===== src/rtl/nibble_arb_pkg.sv =====
// Shared definitions for the nibble adder arbiter.
//   WIDTH_DEF : default operand width
//   SRC_A/B   : encoding of the result source tag
//   res_t     : result bundle {carry, sum, src} at the default width
package nibble_arb_pkg;

    localparam int WIDTH_DEF = 4;

    localparam logic SRC_A = 1'b0;
    localparam logic SRC_B = 1'b1;

    typedef struct packed {
        logic                 carry;
        logic [WIDTH_DEF-1:0] sum;
        logic                 src;
    } res_t;

endpackage


===== src/rtl/rr_arb2.sv =====
// Two-request round-robin arbiter.
//   clk, rst_n : clock, asynchronous active-low reset
//   req[1:0]   : request vector, bit 0 = A, bit 1 = B
//   advance    : the current grant was taken; remember it as last grant
//   gnt[1:0]   : one-hot grant, or zero when nothing is requested
module rr_arb2
    import nibble_arb_pkg::*;
(
    input  logic       clk,
    input  logic       rst_n,
    input  logic [1:0] req,
    input  logic       advance,
    output logic [1:0] gnt
);

    logic r_last_grant;

    always_comb begin
        gnt = 2'b00;
        case (req)
            2'b01:   gnt = 2'b01;
            2'b10:   gnt = 2'b10;
            // Under contention the side that did not win last time goes next.
            2'b11:   gnt = (r_last_grant == SRC_B) ? 2'b01 : 2'b10;
            default: gnt = 2'b00;
        endcase
    end

    // Reset to B so that A wins the first contention.
    always_ff @(posedge clk or negedge rst_n) begin
        if (!rst_n) begin
            r_last_grant <= SRC_B;
        end else if (advance) begin
            r_last_grant <= gnt[1] ? SRC_B : SRC_A;
        end
    end

endmodule


===== src/rtl/nibble_adder_arbiter.sv =====
// One registered adder shared by two valid/ready requesters (A, B).
// A round-robin arbiter picks the requester; the sum, carry and source tag
// land in a one-deep output register with valid/ready backpressure.
//   a_*/b_*     : requester handshakes and operand pairs
//   res_valid/res_ready : result handshake
//   res_sum/res_carry/res_src : registered result and its source (0=A, 1=B)
//   ops_cnt     : wrapping count of completed result handshakes
module nibble_adder_arbiter
    import nibble_arb_pkg::*;
#(
    parameter int WIDTH = WIDTH_DEF,
    parameter int CNT_W = 8
) (
    input  logic             clk,
    input  logic             rst_n,
    input  logic             a_valid,
    output logic             a_ready,
    input  logic [WIDTH-1:0] a_op0,
    input  logic [WIDTH-1:0] a_op1,
    input  logic             b_valid,
    output logic             b_ready,
    input  logic [WIDTH-1:0] b_op0,
    input  logic [WIDTH-1:0] b_op1,
    output logic             res_valid,
    input  logic             res_ready,
    output logic [WIDTH-1:0] res_sum,
    output logic             res_carry,
    output logic             res_src,
    output logic [CNT_W-1:0] ops_cnt
);

    logic             r_res_valid;
    logic [WIDTH-1:0] r_res_sum;
    logic             r_res_carry;
    logic             r_res_src;
    logic [CNT_W-1:0] r_ops_cnt;

    logic [1:0]       w_gnt;
    logic             w_can_accept;
    logic             w_accept;
    logic             w_drain;
    logic             w_sel_b;
    logic [WIDTH-1:0] w_op0;
    logic [WIDTH-1:0] w_op1;
    logic [WIDTH:0]   w_sum;

    // The output register can take a new result when empty or being drained
    // in this same cycle.
    assign w_can_accept = !r_res_valid || res_ready;

    rr_arb2 u_arb (
        .clk     (clk),
        .rst_n   (rst_n),
        .req     ({b_valid, a_valid}),
        .advance (w_accept),
        .gnt     (w_gnt)
    );

    // Ready is held low while reset is asserted so no handshake is signalled.
    assign a_ready  = rst_n && w_can_accept && w_gnt[0];
    assign b_ready  = rst_n && w_can_accept && w_gnt[1];
    // A grant only exists for a valid requester, so ready implies accept.
    assign w_accept = a_ready || b_ready;
    assign w_drain  = r_res_valid && res_ready;

    assign w_sel_b = w_gnt[1];
    assign w_op0   = w_sel_b ? b_op0 : a_op0;
    assign w_op1   = w_sel_b ? b_op1 : a_op1;
    assign w_sum   = {1'b0, w_op0} + {1'b0, w_op1};

    always_ff @(posedge clk or negedge rst_n) begin
        if (!rst_n) begin
            r_res_valid <= 1'b0;
            r_res_sum   <= '0;
            r_res_carry <= 1'b0;
            r_res_src   <= SRC_A;
        end else if (w_accept) begin
            {r_res_carry, r_res_sum} <= w_sum;
            r_res_src                <= w_sel_b ? SRC_B : SRC_A;
            r_res_valid              <= 1'b1;
        end else if (w_drain) begin
            r_res_valid <= 1'b0;
        end
    end

    always_ff @(posedge clk or negedge rst_n) begin
        if (!rst_n) begin
            r_ops_cnt <= '0;
        end else if (w_drain) begin
            r_ops_cnt <= r_ops_cnt + 1'b1;
        end
    end

    assign res_valid = r_res_valid;
    assign res_sum   = r_res_sum;
    assign res_carry = r_res_carry;
    assign res_src   = r_res_src;
    assign ops_cnt   = r_ops_cnt;

endmodule


===== config.mk =====
export PLATFORM = sky130hd
export DESIGN_NAME = nibble_adder_arbiter
export DESIGN_NICKNAME = d
export VERILOG_FILES = /design/src/rtl/nibble_arb_pkg.sv /design/src/rtl/rr_arb2.sv /design/src/rtl/nibble_adder_arbiter.sv
export SDC_FILE = /design/constraint.sdc
export NUM_CORES = 1
export LEC_CHECK = 0
export BUFFER_PORTS_ARGS = -buffer_cell sky130_fd_sc_hd__buf_2
export CORE_ASPECT_RATIO = 0.7
export CORE_MARGIN = 5
export CORE_UTILIZATION = 47
export DETAILED_ROUTE_END_ITERATION = 8
export PLACE_DENSITY = 0.87
export SLEW_MARGIN = 25
export SYNTH_ARGS = -nofsm -noshare
export SYNTH_HDL_FRONTEND = slang
export SYNTH_SLANG_ARGS = --single-unit

===== constraint.sdc =====
create_clock -name clk -period 2.2 [get_ports clk]
set_input_delay 0.33 -clock clk [delete_from_list [all_inputs] [get_ports clk]]
set_output_delay 0.33 -clock clk [all_outputs]
set_load 0.01 [all_outputs]

==> summary.txt <==
Die
  • Placement row count: 13
  • Chip height: 47.3 um
  • Core footprint: 0.00187 sq mm
  • Width of the chip: 63.3 um
  • Effective utilization at floorplan: 0.500
  • Total die area: 0.00299 sq mm
  • Top-level I/O count: 38

CTS
  • Clock buffers created by TritonCTS: 3
  • CTS tree: done
  • Clock latency at the later pin of the worst-skew pair: 0.29 ns
  • CTS-repair resized insts: 0
  • Number of sinks driven by the clock tree: 16
  • CTS Hold Bufs: 0
  • CTS Buffer Depth: 2
  • CTS clk-pin slew, worst paths: 0.09 ns
  • # Post-CTS Setup Buffers: 0
  • CTS root buffer: sky130_fd_sc_hd__clkbuf_4
  • Maximum level of the CTS H-tree: 1

STA
  • Final hold violations: 0
  • Highest clock rate: 0.483 GHz
  • Worst-case clock skew: 0.00478 ns
  • Number of pins exceeding their max-slew limit in the final report: 0
  • Remaining max-slew budget at the tightest pin: 0.676
  • Transition time at the pin with the least slew margin: 0.483 ns
  • RSZ-0062 raised after global routing: no
  • Time the final worst path needs with I/O delays and setup: 2.07 ns
  • Final-layout setup total negative slack: 0 ns
  • Final period utilization: 0.942
  • Final setup vio count: 0
  • Final worst-path setup slack: 0.128 ns

Cells and area
  • Total area of multi-input combinational cells: 509 sq um
  • Area used by sequential logic in the layout: 402 sq um
  • Area grow syn2layout: 27.4%
  • Area of all placed cells without fillers: 0.00119 sq mm
  • Proportion of layout cells with a drive suffix above 1: 0.480
  • Number of nets in the finished design: 153
  • Filler Cell Count: 148
  • Diodes inserted: 0

Synthesis
  • Count of synthesis-stage warnings from yosys: 0
  • Cell with the most instances after synthesis: sky130_fd_sc_hd__dfrtp_1
  • Number of distinct library cells after synthesis: 32
  • Net count after synthesis: 110
  • Seq cells post-synth: 16
  • Cell types with the highest counts after synthesis: sky130_fd_sc_hd__dfrtp_1, sky130_fd_sc_hd__mux2_2, sky130_fd_sc_hd__xnor2_1, sky130_fd_sc_hd__inv_1, sky130_fd_sc_hd__ha_1
  • Number of cells produced by synthesis: 83
  • Commonest register cell after synthesis: sky130_fd_sc_hd__dfrtp_1
  • Mapped Area: 935 sq um
  • Count of flip-flops with a built-in enable after synthesis: 0
  • Mean instance size in the synthesized netlist: 11.3 sq um
  • Cell type contributing the most total cell area after synthesis: sky130_fd_sc_hd__dfrtp_1
  • Share of the yosys chip area belonging to registers: 0.430
  • Cell types occupying the most area after synthesis: sky130_fd_sc_hd__dfrtp_1, sky130_fd_sc_hd__mux2_2, sky130_fd_sc_hd__ha_1
  • Portion of synthesized cell area occupied by the leading cell type: 0.402
  • Async SR Flop Fraction: 1.00

Placed design
  • Area post-placement: 0.00116 sq mm
  • Port Buffer Count: 37
  • Pre-CTS worst setup slack: -0.0328 ns
  • Post-DP HPWL: 1770 um
  • GP Congestion: 0.804

Global routing
  • Largest net degree at the start of global routing: 21
  • Grt ovf: 0
  • Overall fraction of global-route tracks in use: 0.161
  • Initial antenna violation count: 0
  • First-pass GRT wire length: 3680 um
  • Vias in the first global route: 816

Route
  • Via total after detailed routing: 774
  • Drt drc: 0
  • Average wire per cell in the routed design: 14.9 um
  • Detailed router's first-iteration violation count: 24
  • Total routed wirelength: 2190 um
  • DRT antenna net count: 0
  • Initial DRT Pass Iterations: 4
  • Vias/cell: 5.27

Critical path
  • Worst-path cell chain: a21boi_4 > mux2_2 > ha_1 > inv_1 > fa_1 > xnor2_1 > mux2_2
  • Critical path class: reg2reg
  • Data required time of the critical path: 2.38 ns
  • Slowest cell on crit path: sky130_fd_sc_hd__dfstp_2
  • Stage delay of the slowest cell on the critical path: 0.58 ns
  • Crit path top cell by count: sky130_fd_sc_hd__mux2_2
  • Startpoint class of the critical path: flop
  • CP Max Fanout: 7
  • Arrival time reported for the critical path endpoint: 2.26 ns
  • Critical path capture point type: flop

Min path
  • Worst Hold Class: in2async

Power
  • Total Power Consumption: 1.06 mW
  • Cell area power density: 888 mW/mm^2
  • Worst vdd rail ir drop: 0.640 mV
  • Lkg Pwr: 0.604 nW

Run status
  • Status: complete, no violations

Job
  • Maxcap violations: 0
## per-stage QoR
stage | util | hold slack (ns) | std cells
floorplan | - | 0.0344 | 83
global placement | 0.619 | 0.322 | 143
detailed placement | 0.619 | 0.326 | 143
CTS | 0.633 | 0.00408 | 147
global route | 0.637 | 0.0229 | 147
finish | 0.637 | 0.00665 | 147
## path summary, 6_finish.rpt
| check | start | slack, ns | end | cells past startpoint |
|---|---|---|---|---|
| min in group clk | a_valid | 0.28 | u_arb.r_last_grant | 2 |
| setup / recovery | u_arb.r_last_grant | 0.13 | res_sum[2] | 7 |
| hold / removal | rst_n | 0.007 | res_sum[1] | 2 |
| hold reg to reg | res_src | 0.49 | res_src | 1 |
| setup reg to reg | u_arb.r_last_grant | 0.13 | res_sum[2] | 7 |
| max in group asynchronous | rst_n | 1.93 | u_arb.r_last_grant | 2 |
## power by group
group | total, mW | internal [mW] | leakage [nW] | switching, mW
Sequential | 0.477 | 0.391 | 0.196 | 0.0862
Combinational | 0.420 | 0.213 | 0.393 | 0.207
Clock | 0.161 | 0.0706 | 0.0150 | 0.0904
## sequential cells by signal, indices dropped and copies added, names as in the netlist
name,cells
res_carry,1
res_valid,1
u_arb.r_last_grant,1
res_sum,4
ops_cnt,8
res_src,1
## layer usage
metal | global-route usage | up-vias | wire length (um)
li1 | - | 381 | -
met1 | 0.193 | 370 | 927
met2 | 0.294 | 21 | 1110
met3 | 0.0478 | 2 | 125
met4 | 0.0373 | 0 | 19
met5 | 0 | - | 0
## logic make-up (layout without fill, tap and decap cells)
kind of cell / after synthesis / count (layout) / synth area share
compound gates: 14 / 14 / 0.112
xor+xnor: 8 / 8 / 0.0750
fa+ha+maj: 6 / 6 / 0.0884
buf+inv: 8 / 50 / 0.0335
flops: 16 / 16 / 0.430
mux: 11 / 11 / 0.133
simple gates: 20 / 20 / 0.129
## cell usage in the layout (no fill, tap or decap), types with 2 or more instances in the layout
master	n
sky130_fd_sc_hd__buf_2	37
sky130_fd_sc_hd__xnor2_1	7
sky130_fd_sc_hd__mux2_2	11
sky130_fd_sc_hd__clkbuf_4	3
sky130_fd_sc_hd__a21oi_1	2
sky130_fd_sc_hd__buf_4	2
sky130_fd_sc_hd__nand4_1	4
sky130_fd_sc_hd__dfrtp_1	15
sky130_fd_sc_hd__nor2b_1	2
sky130_fd_sc_hd__nand3_1	2
sky130_fd_sc_hd__o21ai_0	2
sky130_fd_sc_hd__ha_1	5
sky130_fd_sc_hd__and3_1	2
sky130_fd_sc_hd__o31ai_1	2
sky130_fd_sc_hd__nand2_1	3
sky130_fd_sc_hd__inv_1	6
sky130_fd_sc_hd__a31oi_1	2
## worst max-delay path: cells and delay by family (launching register included)
family / cells / cell delay, ns
adder cells (fa/ha/maj): 2 / 0.58
XOR/XNOR: 1 / 0.15
buffers and inverters: 1 / 0.06
multiplexers: 2 / 0.51
flip-flops: 1 / 0.58
AO/OA/AOI/OAI: 1 / 0.11
## area by class of cell
cell class	count	area share
multi-input combinational	59	0.428
sequential	16	0.337
timing repair buffer	39	0.168
tap	22	0.0231
clock buffer	4	0.0221
inverter	7	0.0221
No activity file was read; power rests on OpenSTA's default activity.
